### config.mk
export PLATFORM = sky130hd
export DESIGN_NAME = change_monitor_ctrl
export DESIGN_NICKNAME = d
export VERILOG_FILES = /design/src/rtl/change_monitor_pkg.sv /design/src/rtl/mon_sync_fifo.sv /design/src/rtl/change_monitor_ctrl.sv
export SDC_FILE = /design/constraint.sdc
export NUM_CORES = 1
export LEC_CHECK = 0
export CORE_MARGIN = 1.5
export CORE_UTILIZATION = 40
export DETAILED_ROUTE_END_ITERATION = 8
export SETUP_SLACK_MARGIN = 0.15
export SKIP_CTS_REPAIR_TIMING = 1
export SYNTH_ARGS = -nofsm -noshare
export SYNTH_HDL_FRONTEND = slang
export SYNTH_SLANG_ARGS = --single-unit
export TNS_END_PERCENT = 30
### constraint.sdc
create_clock -name clk -period 5.9 [get_ports clk]
set_input_delay 1.77 -clock clk [delete_from_list [all_inputs] [get_ports clk]]
set_output_delay 1.77 -clock clk [all_outputs]
set_load 0.02 [all_outputs]
### src/rtl/change_monitor_pkg.sv
// Shared constants, record layout and a record-field helper for the change monitor.
// The helpers are valid for the default widths; the top is parameterised on its own.
package change_monitor_pkg;

  localparam int DEF_DATA_W = 4;
  localparam int DEF_TS_W   = 16;
  localparam int DEF_DEPTH  = 8;

  localparam int REC_W  = DEF_TS_W + DEF_DATA_W;
  localparam int TS_LSB = DEF_DATA_W;

  typedef struct packed {
    logic [DEF_TS_W-1:0]   ts;
    logic [DEF_DATA_W-1:0] value;
  } rec_t;

  function automatic rec_t unpack_rec(input logic [REC_W-1:0] rec);
    rec_t r;
    r.ts    = rec[REC_W-1:TS_LSB];
    r.value = rec[TS_LSB-1:0];
    return r;
  endfunction

endpackage

### src/rtl/mon_sync_fifo.sv
// First-word-fall-through synchronous FIFO; a push into a full FIFO is
// accepted when a pop happens on the same edge.
module mon_sync_fifo #(
  parameter int WIDTH = 20,
  parameter int DEPTH = 8
) (
  input  logic                     clk,
  input  logic                     rst,
  input  logic                     push,
  input  logic                     pop,
  input  logic [WIDTH-1:0]         wr_data,
  output logic [WIDTH-1:0]         rd_data,
  output logic                     full,
  output logic                     empty,
  output logic [$clog2(DEPTH):0]   count
);

  localparam int AW = $clog2(DEPTH);

  logic [AW-1:0]    wr_ptr_q, wr_ptr_d;
  logic [AW-1:0]    rd_ptr_q, rd_ptr_d;
  logic [AW:0]      count_q, count_d;
  logic [WIDTH-1:0] mem_q [DEPTH];

  logic do_push;
  logic do_pop;

  assign empty   = (count_q == '0);
  assign full    = (count_q == (AW+1)'(DEPTH));
  assign do_pop  = pop & ~empty;
  assign do_push = push & (~full | do_pop);

  // NOTE: every signal assigned in an always_comb gets a default first, so no latch is inferred.
  always_comb begin
    wr_ptr_d = wr_ptr_q;
    rd_ptr_d = rd_ptr_q;
    count_d  = count_q;
    if (do_push) wr_ptr_d = wr_ptr_q + AW'(1);
    if (do_pop)  rd_ptr_d = rd_ptr_q + AW'(1);
    case ({do_push, do_pop})
      2'b10:   count_d = count_q + (AW+1)'(1);
      2'b01:   count_d = count_q - (AW+1)'(1);
      default: count_d = count_q;
    endcase
  end

  // NOTE: sequential state uses non-blocking assignments so every flop samples pre-edge values.
  always_ff @(posedge clk or posedge rst) begin
    if (rst) begin
      wr_ptr_q <= '0;
      rd_ptr_q <= '0;
      count_q  <= '0;
    end else begin
      wr_ptr_q <= wr_ptr_d;
      rd_ptr_q <= rd_ptr_d;
      count_q  <= count_d;
    end
  end

  // NOTE: storage is not reset; the pointers and count alone define which entries are valid.
  always_ff @(posedge clk) begin
    if (do_push) mem_q[wr_ptr_q] <= wr_data;
  end

  assign rd_data = mem_q[rd_ptr_q];
  assign count   = count_q;

endmodule

### src/rtl/change_monitor_ctrl.sv
// Value-change monitor: logs timestamped changes of an observed bus into a
// FWFT record FIFO while the capture window is open.
module change_monitor_ctrl
  import change_monitor_pkg::*;
#(
  parameter int DATA_W = DEF_DATA_W,
  parameter int TS_W   = DEF_TS_W,
  parameter int DEPTH  = DEF_DEPTH
) (
  input  logic                       clk,
  input  logic                       rst,
  input  logic                       mon_on,
  input  logic                       mon_off,
  input  logic [DATA_W-1:0]          sample_in,
  output logic                       rec_valid,
  input  logic                       rec_ready,
  output logic [TS_W+DATA_W-1:0]     rec_data,
  output logic                       active,
  output logic                       overflow,
  input  logic                       clr_ovf,
  output logic [$clog2(DEPTH):0]     count
);

  localparam int RW = TS_W + DATA_W;

  logic [TS_W-1:0]   ts_q, ts_d;
  logic [DATA_W-1:0] sample_q, sample_d;
  logic              active_q, active_d;
  logic              arm_q, arm_d;
  logic              overflow_q, overflow_d;

  logic              change_event;
  logic              pop_req;
  logic              fifo_full;
  logic              fifo_empty;
  logic              drop;
  logic [RW-1:0]     push_rec;

  // Evaluated with the pre-edge window, so a change on the mon_off edge is still logged.
  assign change_event = active_q & (arm_q | (sample_in != sample_q));
  assign pop_req      = ~fifo_empty & rec_ready;
  assign drop         = change_event & fifo_full & ~pop_req;
  assign push_rec     = {ts_q, sample_in};

  always_comb begin
    ts_d       = ts_q + TS_W'(1);
    sample_d   = sample_in;
    active_d   = active_q;
    overflow_d = overflow_q;
    if (mon_off)     active_d = 1'b0;
    else if (mon_on) active_d = 1'b1;
    // Arm lasts exactly one cycle after the window opens, forcing a snapshot record.
    arm_d = active_d & ~active_q;
    if (drop)         overflow_d = 1'b1;
    else if (clr_ovf) overflow_d = 1'b0;
  end

  always_ff @(posedge clk or posedge rst) begin
    if (rst) begin
      ts_q       <= '0;
      sample_q   <= '0;
      active_q   <= 1'b0;
      arm_q      <= 1'b0;
      overflow_q <= 1'b0;
    end else begin
      ts_q       <= ts_d;
      sample_q   <= sample_d;
      active_q   <= active_d;
      arm_q      <= arm_d;
      overflow_q <= overflow_d;
    end
  end

  mon_sync_fifo #(
    .WIDTH (RW),
    .DEPTH (DEPTH)
  ) u_fifo (
    .clk     (clk),
    .rst     (rst),
    .push    (change_event),
    .pop     (rec_ready),
    .wr_data (push_rec),
    .rd_data (rec_data),
    .full    (fifo_full),
    .empty   (fifo_empty),
    .count   (count)
  );

  assign rec_valid = ~fifo_empty;
  assign active    = active_q;
  assign overflow  = overflow_q;

endmodule

==> flow_summary_export.csv <==
group,metric,value,unit
clock_network,cts-htree-levels,4,
power,p_clk_frac,0.292,
floorplanning,io_pins,37,
power,worst_ir_drop_vdd,0.259,mV
placed_design,dp_hpwl,8.42,mm
worst_setup_path,cpPeakStageDelay,0.87,ns
power,powerDensity,478,nW/µm²
power,p_leak,3.10,nW
timing,final.setup.tns,0,ns
route,drt_first_iter_violations,288,
timing,clock-skew-final,0.00455,ns
route,vias_per_cell,5.22,
worst_setup_path,r2r_cells,6,
synth,synthTopCellsByCount,"edfxtp_1, mux4_2, dfrtp_1",
grt,grt_use_total,0.152,
power,seqPwrFrac,0.408,
route,ant_nets,0,
timing,finalSetupViolCount,0,
clock_network,clockBufferDepth,2,
final_layout,final_cells,666,
clock_network,cts_made_buffers,17,
synth,synth_area_leaders,"edfxtp_1, mux4_2, dfrtp_1, mux2_2, xnor2_1",
clock_network,clkLatencyLatePin,0.42,ns
floorplanning,die-area,19600,µm²
worst_setup_path,cp_max_fo,23,
power,swShare,0.279,
grt,grt_first_pass_wirelength,21.7,mm
clock_network,cts_tree,"built",
floorplanning,design.core.area,18200,µm²
floorplanning,die_w,140,µm
timing,grt_setup_unrepaired,"no",
placed_design,place_inst,634,
timing,holdWs,0.482,ns
grt,grt_pass1_vias,3748,
timing,finalMaxSlewViolations,0,
final_layout,final_cell_area,8950,µm²
worst_setup_path,worstSetupStartpointType,"register",
final_layout,drive_gt1_frac,0.277,
synth,post-synth-top-count-cell,"edfxtp_1",
worst_setup_path,cp.arrival,3.02,ns
worst_setup_path,r2r-start,"u_fifo.count[0]$_DFFE_PP0P_",
final_layout,syn_to_final_growth,19.0,%
grt,grt_max_degree,41,
synth,synth_fp_nets,383,
grt,grt_remaining_overflow,0,
route,routed_wl,13.6,mm
worst_setup_path,rrSetupSlack,3.20,ns
route,wl_per_cell,20.4,µm
min_path,min_from,"u_fifo.rd_ptr_q[2]$_DFFE_PP0P_",
min_path,holdCritPathClass,"register to register",
route,drt-pass1-iter-count,4,
placed_design,dpl-instance-area,8280,µm²
final_layout,nets,440,
worst_setup_path,worst-path-stages,4,
grt,antenna_found_initial,0,
synth,synth-seq-cells,193,
worst_setup_path,critPathBufInv,2,
synth,synth_top_area_share,0.639,
worst_setup_path,r2r-end,"u_fifo.mem_q[2][12]$_DFFE_PP_",
timing,tightest_slew,0.766,ns
synth,synth.distinct_cells,37,
synth,yosysWarnings,0,
synth,syn_area,7520,µm²
final_layout,nFillCells,1422,
floorplanning,row_count,49,
timing,hold_viol_final,0,
flow_run,max_cap_viol_count,0,
floorplanning,dieHeight,140,µm
timing,relSlewSlack,0.489,
status,status,"complete, no violations",
placed_design,gp_congestion,0.729,
synth,async_flop_share,0.171,
timing,fin_crit_sh,0.812,
worst_setup_path,critical_path.top_delay_family,"flip-flops",
floorplanning,initial_utilization,0.413,
worst_setup_path,crit_slowest_cell,"dfrtp_2",
synth,ys_seq_area_frac,0.748,
clock_network,clkSinkCount,193,
clock_network,clk_root_buffer_cell,"clkbuf_16",
power,p_sw,1.19,mW
synth,synth_area_per_cell,20.5,µm²
synth,synth_edf_count,160,
route,vias,3475,
worst_setup_path,crit_chain,"buf_12 > mux4_2 > mux2_2 > clkdlybuf4s50_1",
route,drc,0,
min_path,hold_depth,1,
min_path,worstHoldEndpoint,"u_fifo.rd_ptr_q[2]$_DFFE_PP0P_",
power,pwr-share-comb,0.300,
worst_setup_path,crit_path_end_kind,"output pin",
timing,period_needed,4.79,ns
synth,yosysTopAreaCell,"edfxtp_1",
synth,synth_ff_type,"edfxtp_1",
final_layout,antenna_cells,0,
worst_setup_path,cp_data_required_time,4.13,ns
worst_setup_path,path_class,"register to output pin",
power,p_int,3.08,mW
clock_network,clk_pin_slew_worst_paths,0.06,ns
timing,max_freq,209,MHz
final_layout,post-route-util,0.492,
synth,syn_inst,367,
placed_design,place.port_buffers,36,
-- placed cells by master, fill, tap and decap left out, drive strengths merged, types with 2 or more instances in the layout --
master / Yosys / layout
edfxtp: 160 / 160
mux4: 40 / 40
clkdlybuf4s50: 0 / 36
dfrtp: 33 / 33
clkbuf: 4 / 25
mux2: 22 / 22
xnor2: 15 / 15
nand2: 15 / 15
buf: 9 / 15
nor2: 11 / 11
xor2: 10 / 10
inv: 7 / 7
ha: 5 / 5
nor3b: 5 / 5
nand3: 4 / 4
nor3: 4 / 4
nand4: 3 / 3
clkinv: 0 / 3
bufinv: 0 / 3
a21oi: 3 / 3
mux2i: 2 / 2
-- power by group through the flow --
stage	logic, mW	clock network (mW)	registers, mW
final	1.28	1.25	1.74
after floorplan	0.864	0	1.72
after global placement	1.30	0	1.77
after CTS	1.31	1.27	1.75
after global routing	1.38	1.33	1.77
after detailed placement	1.31	0	1.78
-- registers in the layout (all words and copies together), names as in the netlist --
name	flops
u_fifo.rd_ptr_q	3
active	1
arm_q	1
overflow	1
ts_q	16
u_fifo.mem_q	160
sample_q	4
u_fifo.wr_ptr_q	3
u_fifo.count	4
-- layer usage --
layer / vias to the layer above / global-route usage / routed length [µm] / share of wire
met3: 14 / 0.0328 / 386 / 0.028
li1: 1567 / - / - / -
met5: - / 0 / 0 / 0
met1: 1834 / 0.206 / 6300 / 0.46
met2: 60 / 0.242 / 6730 / 0.49
met4: 0 / 0.0565 / 183 / 0.013
-- logic make-up (layout without fill, tap and decap cells) --
group,Yosys count,in the layout,synth area share
xor gates and xnor gates,25,25,0.0291
AOI/OAI and AO/OA,9,9,0.0111
adders and majority gates,6,6,0.0110
buffers and inverters,20,90,0.0106
DFF,193,193,0.748
muxes,64,64,0.156
and+or+nand+nor,50,50,0.0339
-- area by class of cell --
class | instances | area (µm²) | area share
well taps | 229 | 287 | 0.0320
clock buffers | 25 | 559 | 0.0625
inverters | 7 | 26.3 | 0.00294
multi-input cells | 154 | 1850 | 0.206
clock inverters | 7 | 113 | 0.0126
flip-flops and latches | 193 | 5630 | 0.629
repair buffers | 51 | 485 | 0.0542
-- through the flow --
stage	worst slack (ns)	total power, mW
floorplan	1.39	2.58
global placement	1.29	3.07
detailed placement	1.13	3.08
CTS	1.02	4.33
global route	0.919	4.47
finish	1.11	4.27
-- how the worst max path moves through the flow --
stage                                               to                           start  slack [ns]
after floorplan           u_fifo.mem_q[2][0]$_DFFE_PP_                    sample_in[2]        1.39
after global placement    u_fifo.mem_q[3][7]$_DFFE_PP_                    sample_in[1]        1.29
final                                     rec_data[19]  u_fifo.rd_ptr_q[0]$_DFFE_PP0P_        1.11
after CTS                                 rec_data[13]  u_fifo.rd_ptr_q[0]$_DFFE_PP0P_        1.02
after detailed placement  u_fifo.mem_q[2][7]$_DFFE_PP_                    sample_in[1]        1.13
after global routing                      rec_data[13]  u_fifo.rd_ptr_q[0]$_DFFE_PP0P_        0.92
Power figures use the tool's default switching activity.
